$ cat config.mk
export PLATFORM = sky130hd
export DESIGN_NAME = mp2_bitstream_shifter_flat
export DESIGN_NICKNAME = d
export VERILOG_FILES = /design/src/rtl/mp2_bitstream_shifter_pkg.sv /design/src/rtl/mp2_bitstream_shifter_if.sv /design/src/rtl/mp2_bitstream_shifter.sv /design/src/flat_wrapper.sv
export SDC_FILE = /design/constraint.sdc
export NUM_CORES = 1
export LEC_CHECK = 0
export BUFFER_PORTS_ARGS = -buffer_cell sky130_fd_sc_hd__buf_2
export CORE_MARGIN = 1.5
export CORE_UTILIZATION = 66
export DETAILED_ROUTE_END_ITERATION = 16
export PLACE_DENSITY = 0.87
export SYNTH_ARGS = -nofsm -noshare
export SYNTH_HDL_FRONTEND = slang
export SYNTH_SLANG_ARGS = --single-unit
$ cat constraint.sdc
create_clock -name clock -period 6.65 [get_ports clock]
set_input_delay 0.665 -clock clock [delete_from_list [all_inputs] [get_ports clock]]
set_output_delay 0.665 -clock clock [all_outputs]
set_load 0.01 [all_outputs]
$ cat src/rtl/mp2_bitstream_shifter_pkg.sv
// Shared constants and helpers for the MPEG-2 bitstream shifter and its header decoder.
package mp2_bitstream_shifter_pkg;

  localparam int unsigned WORD_W    = 16;
  localparam int unsigned BUF_DEPTH = 48;
  localparam int unsigned FILL_W    = 6;
  localparam int unsigned CNT_W     = 16;

  // Shift request encodings, shared with the header decoder.
  typedef enum logic [1:0] {
    SHIFT_NONE  = 2'b00,
    SHIFT_BIT1  = 2'b01,
    SHIFT_BIT16 = 2'b10,
    SHIFT_BIT8  = 2'b11
  } shift_en_e;

  // Number of bits consumed for a given shift request.
  function automatic logic [FILL_W-1:0] shift_amount(input logic [1:0] en);
    case (en)
      SHIFT_BIT1:  return FILL_W'(1);
      SHIFT_BIT16: return FILL_W'(16);
      SHIFT_BIT8:  return FILL_W'(8);
      default:     return FILL_W'(0);
    endcase
  endfunction

endpackage

$ cat src/rtl/mp2_bitstream_shifter_if.sv
// Stream-side and decoder-side signals of the bitstream shifter.
interface mp2_bitstream_shifter_if;
  import mp2_bitstream_shifter_pkg::*;

  logic [WORD_W-1:0] Data_In_I;
  logic              Data_Valid_I;
  logic              Data_Read_O;
  logic              Flush_I;
  logic [1:0]        Shift_En_I;
  logic [WORD_W-1:0] Bitstream_Data_O;
  logic              Bitstream_Byte_Allign_O;
  logic              Bitstream_Valid_O;
  logic [CNT_W-1:0]  Bit_Count_O;
  logic              Underflow_O;

  // Environment side: feeds words, requests shifts.
  modport master (
    output Data_In_I, Data_Valid_I, Flush_I, Shift_En_I,
    input  Data_Read_O, Bitstream_Data_O, Bitstream_Byte_Allign_O,
           Bitstream_Valid_O, Bit_Count_O, Underflow_O
  );

  // Shifter side.
  modport slave (
    input  Data_In_I, Data_Valid_I, Flush_I, Shift_En_I,
    output Data_Read_O, Bitstream_Data_O, Bitstream_Byte_Allign_O,
           Bitstream_Valid_O, Bit_Count_O, Underflow_O
  );

endinterface

$ cat src/rtl/mp2_bitstream_shifter.sv
// 48-bit left-justified bit buffer: pops 16-bit words, presents the next 16 stream bits,
// and consumes 1/8/16 bits per cycle on request.
module mp2_bitstream_shifter
  import mp2_bitstream_shifter_pkg::*;
(
  input  logic                   clock,
  input  logic                   reset,
  mp2_bitstream_shifter_if.slave bs
);

  localparam logic [FILL_W-1:0] FILL_POP_MAX = FILL_W'(BUF_DEPTH - WORD_W);
  localparam logic [FILL_W-1:0] FILL_WORD    = FILL_W'(WORD_W);

  logic [BUF_DEPTH-1:0] buf_q, buf_d;
  logic [FILL_W-1:0]    fill_q, fill_d;
  logic [CNT_W-1:0]     cnt_q, cnt_d;
  logic                 underflow_q, underflow_d;

  logic [FILL_W-1:0]    shamt;
  logic [FILL_W-1:0]    fill_keep;
  logic [BUF_DEPTH-1:0] word_ext;
  logic                 bs_valid;
  logic                 read_c;

  assign bs_valid = (fill_q >= FILL_WORD);
  // A word fits only when at most 32 bits are held; flush and reset block the pop.
  assign read_c   = bs.Data_Valid_I & (fill_q <= FILL_POP_MAX) & ~bs.Flush_I & ~reset;

  assign bs.Data_Read_O             = read_c;
  assign bs.Bitstream_Data_O        = buf_q[BUF_DEPTH-1 -: WORD_W];
  assign bs.Bitstream_Valid_O       = bs_valid;
  assign bs.Bit_Count_O             = cnt_q;
  assign bs.Bitstream_Byte_Allign_O = (cnt_q[2:0] == 3'd0);
  assign bs.Underflow_O             = underflow_q;

  // Barrel datapath: shift out consumed bits, then drop the new word just below the survivors.
  always_comb begin
    shamt       = '0;
    fill_keep   = fill_q;
    word_ext    = '0;
    buf_d       = buf_q;
    fill_d      = fill_q;
    cnt_d       = cnt_q;
    underflow_d = underflow_q;

    if (bs_valid) begin
      shamt = shift_amount(bs.Shift_En_I);
    end else if (bs.Shift_En_I != SHIFT_NONE) begin
      underflow_d = 1'b1;
    end

    fill_keep = fill_q - shamt;
    buf_d     = buf_q << shamt;
    fill_d    = fill_keep;

    if (read_c) begin
      word_ext = {bs.Data_In_I, {(BUF_DEPTH-WORD_W){1'b0}}} >> fill_keep;
      buf_d    = buf_d | word_ext;
      fill_d   = fill_keep + FILL_WORD;
    end

    cnt_d = cnt_q + CNT_W'(shamt);

    if (bs.Flush_I) begin
      buf_d       = '0;
      fill_d      = '0;
      cnt_d       = '0;
      underflow_d = 1'b0;
    end
  end

  // State registers; reset discards buffered bits immediately.
  always_ff @(posedge clock or posedge reset) begin
    if (reset) begin
      buf_q       <= '0;
      fill_q      <= '0;
      cnt_q       <= '0;
      underflow_q <= 1'b0;
    end else begin
      buf_q       <= buf_d;
      fill_q      <= fill_d;
      cnt_q       <= cnt_d;
      underflow_q <= underflow_d;
    end
  end

endmodule

$ cat src/flat_wrapper.sv
// flat-port wrapper written by rule: the top's interface ports become plain ports
module mp2_bitstream_shifter_flat import mp2_bitstream_shifter_pkg::*;
  (clock, reset, bs_Data_In_I, bs_Data_Valid_I, bs_Flush_I, bs_Shift_En_I, bs_Data_Read_O, bs_Bitstream_Data_O, bs_Bitstream_Byte_Allign_O, bs_Bitstream_Valid_O, bs_Bit_Count_O, bs_Underflow_O);
  mp2_bitstream_shifter_if bs_i ();
  input  logic clock;
  input  logic reset;
  input wire logic [$bits(bs_i.Data_In_I)-1:0] bs_Data_In_I;
  input wire logic [$bits(bs_i.Data_Valid_I)-1:0] bs_Data_Valid_I;
  input wire logic [$bits(bs_i.Flush_I)-1:0] bs_Flush_I;
  input wire logic [$bits(bs_i.Shift_En_I)-1:0] bs_Shift_En_I;
  output wire logic [$bits(bs_i.Data_Read_O)-1:0] bs_Data_Read_O;
  output wire logic [$bits(bs_i.Bitstream_Data_O)-1:0] bs_Bitstream_Data_O;
  output wire logic [$bits(bs_i.Bitstream_Byte_Allign_O)-1:0] bs_Bitstream_Byte_Allign_O;
  output wire logic [$bits(bs_i.Bitstream_Valid_O)-1:0] bs_Bitstream_Valid_O;
  output wire logic [$bits(bs_i.Bit_Count_O)-1:0] bs_Bit_Count_O;
  output wire logic [$bits(bs_i.Underflow_O)-1:0] bs_Underflow_O;
  assign bs_i.Data_In_I = bs_Data_In_I;
  assign bs_i.Data_Valid_I = bs_Data_Valid_I;
  assign bs_i.Flush_I = bs_Flush_I;
  assign bs_i.Shift_En_I = bs_Shift_En_I;
  assign bs_Data_Read_O = bs_i.Data_Read_O;
  assign bs_Bitstream_Data_O = bs_i.Bitstream_Data_O;
  assign bs_Bitstream_Byte_Allign_O = bs_i.Bitstream_Byte_Allign_O;
  assign bs_Bitstream_Valid_O = bs_i.Bitstream_Valid_O;
  assign bs_Bit_Count_O = bs_i.Bit_Count_O;
  assign bs_Underflow_O = bs_i.Underflow_O;
  mp2_bitstream_shifter u_core (.clock(clock), .reset(reset), .bs(bs_i));
endmodule
==> flow_summary.toml, run 1 <==
[outcome]
status = "finished clean"

[synthesis]
ys_seq_area_frac = 0.286
ys_types = 77
synthFlopType = "dfrtp_1"
yosysWarningCount = 0
ys_async_sr_fraction = 1.00
ys_ff_latch = 71
syn_area_mm2 = 0.00621
syn_area_per_cell_um2 = 7.93
synth.area.top_cells = "dfrtp_1 (29%), a21oi_1 (6.4%), nor2_1 (5.4%)"
yosys.area.top_type = "dfrtp_1"
yosysTopAreaCellShare = 0.286
synthCells = 784
synth_edf_count = 0
synth.net_count = 813
synth.most_common_cell = "nor2_1"
yosys-top-cells-count = "nor2_1 (89), nand2_1 (83), a21oi_1 (80)"

[drt]
drtIter0Drc = 903
ant_nets = 0
vias_per_cell = 7.23
wl_per_cell_um = 22.8
remaining_drc_errors = 0
vias = 6553
drt-pass1-iter-count = 7
wl_um = 20600

[worst_setup_path]
slowest_stage = "ha_1"
cp_common_cell = "nand2_1"
timing.rr.start = "u_core.fill_q[4]"
critPathMaxStageDelay_ps = 680
critPathKind = "register to register"
endpoint_kind = "register"
cp_data_required_time_ps = 6910
worstSetupStartpointType = "register"
cp_cell_sequence = "nor2_4, inv_2, buf_4, and2_1, buf_4, nand2_1, ha_1, nor2_1, a41oi_2, xor2_1, nand2_1, nor2_1, nand2_1, a31oi_1"
cp.arrival_ps = 4830
path_max_fanout = 38
ff2ff_path_depth = 14
worst_r2r_endpoint = "u_core.buf_q[26]"
r2r_slack_ps = 2090

[die]
die_w_um = 100
rows = 35
start_util = 0.676
io_pins = 58
die_h_um = 100
core_mm2 = 0.00920
dieArea_mm2 = 0.0100

[job]
drv_cap = 0

[power]
power.density_mw_per_mm2 = 365
p_total_uw = 2400
comb_power_share = 0.584
pwr-share-seq = 0.266
leakagePower_uw = 0.00270
p_clk_frac = 0.150
intPower_uw = 1170
vdd_drop_max_mv = 0.357
power.switching_uw = 1230
sw_frac_of_total = 0.512

[cts]
cts_tree = "built"
cts_made_buffers = 9
post_cts_buffers = 0
htree_levels = 3
cts.sinks = 71
cts_hold_buf = 0
path_clk_slew_ps = 90
clock_latency_ps = 360
clock-root-buffer = "clkbuf_8"
cts_buffer_depth = 2
postCtsResizedCells = 0

[final_layout]
antenna_cells = 0
fill_cells = 756
finalNetCount = 819
area_growth_pct = 5.64
drive_gt1_frac = 0.174

[timing]
tightest_slew_ps = 1050
finClkSkew_ps = 17.7
slew_viol_final = 0
rsz0062_at_grt = "false"
hold_violations = 0
relSlewSlack = 0.299
fin_crit_sh = 0.686
setup_viol = 0
fmaxAchievable_ghz = 0.219
finalSetupTns_ps = 0
min_period_ps = 4560

[global_route]
grt_pass1_vias = 6136
grt_use_total = 0.424
grt_pass1_wl_um = 33100
grt_antenna_before_repair = 0
grt_max_degree = 65
grt_overflow_total = 0

[placed_design]
gp_congestion = 0.953
dpl.hpwl_um = 14300
numPortBuffers = 57

[min_path]
min_path_type = "input port to asynchronous set/reset pin"
==> cell families (layout without fill, tap and decap cells) <==
kind of cell | after synthesis | in the layout | share of synthesized area
AOI/OAI and AO/OA | 251 | 251 | 0.266
xor gates and xnor gates | 17 | 17 | 0.0282
adders and majority gates | 7 | 7 | 0.0141
buffers and inverters | 93 | 104 | 0.0707
DFF | 71 | 71 | 0.286
muxes | 58 | 58 | 0.115
and+or+nand+nor | 287 | 287 | 0.219
==> area by class of cell <==
class / count / area, um^2 / area share
tap: 111 / 139 / 0.0212
sequential: 71 / 1780 / 0.271
clock buffer: 10 / 128 / 0.0194
multi-input combinational: 620 / 4000 / 0.609
clock inverter: 6 / 68.8 / 0.0105
timing repair buffer: 71 / 390 / 0.0595
inverter: 17 / 63.8 / 0.00972
==> stage by stage <==
step | std cells | area (um^2) | utilization | hold slack (ps) | setup WS, ps
floorplan | 784 | 6210 | - | 530 | 3360
global placement | 890 | 6370 | 0.692 | 473 | 2310
detailed placement | 890 | 6370 | 0.692 | 488 | 2160
CTS | 906 | 6560 | 0.714 | 454 | 2280
global route | 906 | 6560 | 0.714 | 502 | 1980
finish | 906 | 6560 | 0.714 | 441 | 2090
==> state kept, by name (all words and copies together) (netlist names) <==
name                   flops
u_core.buf_q              48
u_core.bs.Bit_Count_O     16
u_core.fill_q              6
u_core.bs.Underflow_O      1
==> worst max path at each step <==
stage / slack [ps] / start / end
global placement: 2310 / bs_Shift_En_I[1] / u_core.buf_q[25]
floorplan: 3360 / bs_Shift_En_I[0] / u_core.bs.Bit_Count_O[8]
detailed placement: 2160 / bs_Shift_En_I[1] / u_core.buf_q[26]
global route: 1980 / u_core.fill_q[4] / u_core.buf_q[26]
finish: 2090 / u_core.fill_q[4] / u_core.buf_q[26]
CTS: 2280 / u_core.fill_q[4] / u_core.buf_q[26]
==> routing by layer <==
| metal | routed length [um] | global-route usage |
|---|---|---|
| met1 | 7930 | 0.567 |
| met2 | 9390 | 0.668 |
| met5 | 0 | 0 |
| met3 | 2330 | 0.0836 |
| met4 | 966 | 0.191 |
==> cells in the final DEF, fill, tap and decap left out, types with 10 or more instances in the layout <==
cell type / n
mux2i_1: 31
buf_2: 57
buf_4: 14
nor2b_1: 19
inv_1: 13
dfrtp_1: 71
a21oi_1: 80
nor2_1: 89
nand3_1: 27
a211oi_1: 11
o22ai_1: 19
nand2b_1: 10
nand2_1: 83
a31oi_1: 19
mux2_2: 18
o21ai_0: 46
nor3_1: 10
a221oi_1: 17
a22oi_1: 10
==> critical path, delay by kind of cell (launching register included) <==
kind | cells | cell delay (ps)
buffers and inverters | 3 | 780
AND/OR/NAND/NOR | 7 | 1460
AO/OA/AOI/OAI | 2 | 450
adder cells (fa/ha/maj) | 1 | 680
XOR/XNOR | 1 | 560
flip-flops | 1 | 480
==> power groups by stage <==
stage          clock, uW  combinational (uW)  sequential [uW]
3_5_place_dp           0                1340              640
4_1_cts              363                1350              632
6_report             359                1400              637
5_1_grt              380                1500              646
2_1_floorplan          0                1020              604
3_3_place_gp           0                1330              637
Note: power is estimated with default switching activity, not from simulation.
==> run 2, diff against run 1 <==
--- a/config.mk
+++ b/config.mk
@@ -7,9 +7,9 @@
 export LEC_CHECK = 0
 export BUFFER_PORTS_ARGS = -buffer_cell sky130_fd_sc_hd__buf_2
 export CORE_MARGIN = 1.5
-export CORE_UTILIZATION = 66
+export CORE_UTILIZATION = 55
 export DETAILED_ROUTE_END_ITERATION = 16
-export PLACE_DENSITY = 0.87
+export PLACE_DENSITY = 0.78
 export SYNTH_ARGS = -nofsm -noshare
 export SYNTH_HDL_FRONTEND = slang
 export SYNTH_SLANG_ARGS = --single-unit
==> constraint.sdc (replaced) <==
create_clock -name clock -period 3.7 [get_ports clock]
set_input_delay 0.37 -clock clock [delete_from_list [all_inputs] [get_ports clock]]
set_output_delay 0.37 -clock clock [all_outputs]
set_load 0.01 [all_outputs]
==> run 2 against run 1 <==
- combinational power rose by 89%
- clock power rose to 3.0 times the previous value
- via count rose by 0.21%
- die area rose by 19%
- final cell count rose by 4.5%
- worst hold slack got worse by 170 ps
- critical endpoint is now u_core.buf_q[11]
==> flow_summary.toml, run 2 (synthesized netlist as in run 1, its figures left out) <==
[outcome]
status = "finished clean"

[drt]
wl_per_cell_um = 22.5
wl_um = 21300
remaining_drc_errors = 0
vias_per_cell = 6.93
ant_nets = 0
drt-pass1-iter-count = 6
vias = 6567
drtIter0Drc = 951

[cts]
cts_tree = "built"
cts_made_buffers = 9
clock_latency_ps = 340
cts_buffer_depth = 2
cts.sinks = 71
cts_hold_buf = 0
htree_levels = 3
postCtsResizedCells = 0
path_clk_slew_ps = 60
clock-root-buffer = "clkbuf_16"
post_cts_buffers = 0

[placed_design]
dpl.hpwl_um = 14900
gp_congestion = 1.01
numPortBuffers = 57
placed_cell_area_mm2 = 0.00651

[global_route]
grt_overflow_total = 0
grt_use_total = 0.372
grt_antenna_before_repair = 0
grt_max_degree = 64
grt_pass1_vias = 6208
grt_pass1_wl_um = 33900

[die]
start_util = 0.568
core_mm2 = 0.0109
die_h_um = 109
io_pins = 58
rows = 38
dieArea_mm2 = 0.0119
die_w_um = 109

[timing]
tightest_slew_ps = 976
relSlewSlack = 0.349
finalSetupTns_ps = 0
setup_viol = 0
whs_ps = 269
min_period_ps = 3380
rsz0062_at_grt = "false"
fmaxAchievable_ghz = 0.296
slew_viol_final = 0
hold_violations = 0
fin_crit_sh = 0.914
finClkSkew_ps = 6.28

[worst_setup_path]
worst_r2r_endpoint = "u_core.buf_q[11]"
cp.arrival_ps = 3650
timing.rr.start = "u_core.fill_q[4]"
endpoint_kind = "register"
cp_data_required_time_ps = 3960
ff2ff_path_depth = 11
critPathKind = "register to register"
worstSetupStartpointType = "register"
cp-startpoint = "u_core.fill_q[4]"
r2r_slack_ps = 320
endpoint = "u_core.buf_q[11]"
path_max_fanout = 9

[final_layout]
area_growth_pct = 10.7
largest_register_ffs = 48
final_common_cell = "nor2_1"
design_area_mm2 = 0.00688
finalNetCount = 831
final_cell_mix = "nor2_1 (89), nand2_1 (83), a21oi_1 (80)"
regMostFlops = "u_core.buf_q"
drive_gt1_frac = 0.186

[power]
power.switching_uw = 2270
vdd_drop_max_mv = 0.358
power.density_mw_per_mm2 = 711
p_clk_frac = 0.224
pwr-share-seq = 0.237
comb_power_share = 0.539
leakagePower_uw = 0.00284
sw_frac_of_total = 0.464
intPower_uw = 2620

[job]
drv_cap = 0

[min_path]
min_path_type = "input port to asynchronous set/reset pin"
run 2: changes by cell type in the layout (fill, tap and decap cells not counted), sizes merged:
cell / before / now
buf: 71 / 83
bufinv: 1 / 4
clkinv: 4 / 1
clkinvlp: 1 / 0
diode: 0 / 1
run 2: critical path, cell delays in order (launching register included):
cell and delay [ps]:
dfrtp_1 460, nor2_4 70, inv_2 60, and2_1 160, nand2_1 220, ha_1 450
buf_4 210, xor2_1 590, nand2_1 300, o211ai_1 470, a221oi_1 170, nor2_1 130
run 2: metal layers:
metal / vias up / global-route usage / share of wire
li1: 2923 / - / -
met1: 3126 / 0.497 / 0.40
met2: 449 / 0.580 / 0.46
met3: 69 / 0.0812 / 0.11
met4: 0 / 0.160 / 0.036
met5: - / 0 / 0
run 2: worst min path at each step:
stage	startpoint	slack, ps	to	cells after the start
floorplan	u_core.bs.Underflow_O	530	u_core.bs.Underflow_O	1
global placement	u_core.bs.Underflow_O	470	u_core.bs.Underflow_O	1
detailed placement	u_core.bs.Underflow_O	480	u_core.bs.Underflow_O	1
CTS	reset	300	u_core.fill_q[0]	2
global route	reset	350	u_core.fill_q[0]	2
finish	reset	270	u_core.fill_q[0]	2
run 2: power groups by stage:
stage          Sequential (uW)  Combinational [uW]  Clock, uW
2_1_floorplan             1090                1830          0
3_3_place_gp              1150                2500          0
3_5_place_dp              1160                2510          0
4_1_cts                   1150                2540       1090
5_1_grt                   1170                2810       1140
6_report                  1160                2640       1090
run 2: layout make-up:
class	instances	area [um^2]
diodes	1	2.50
clock inverters	5	129
repair buffers	83	493
flip-flops and latches	71	1780
well taps	140	175
clock buffers	10	239
inverters	17	63.8
fillers	951	4060
multi-input cells	620	4000
run 2: metrics by stage:
stage	setup WS [ps]	util	instances	power, uW
finish	317	0.629	947	4890
global route	192	0.629	946	5130
CTS	477	0.629	946	4780
detailed placement	482	0.595	931	3680
global placement	566	0.595	931	3640
floorplan	548	-	784	2910
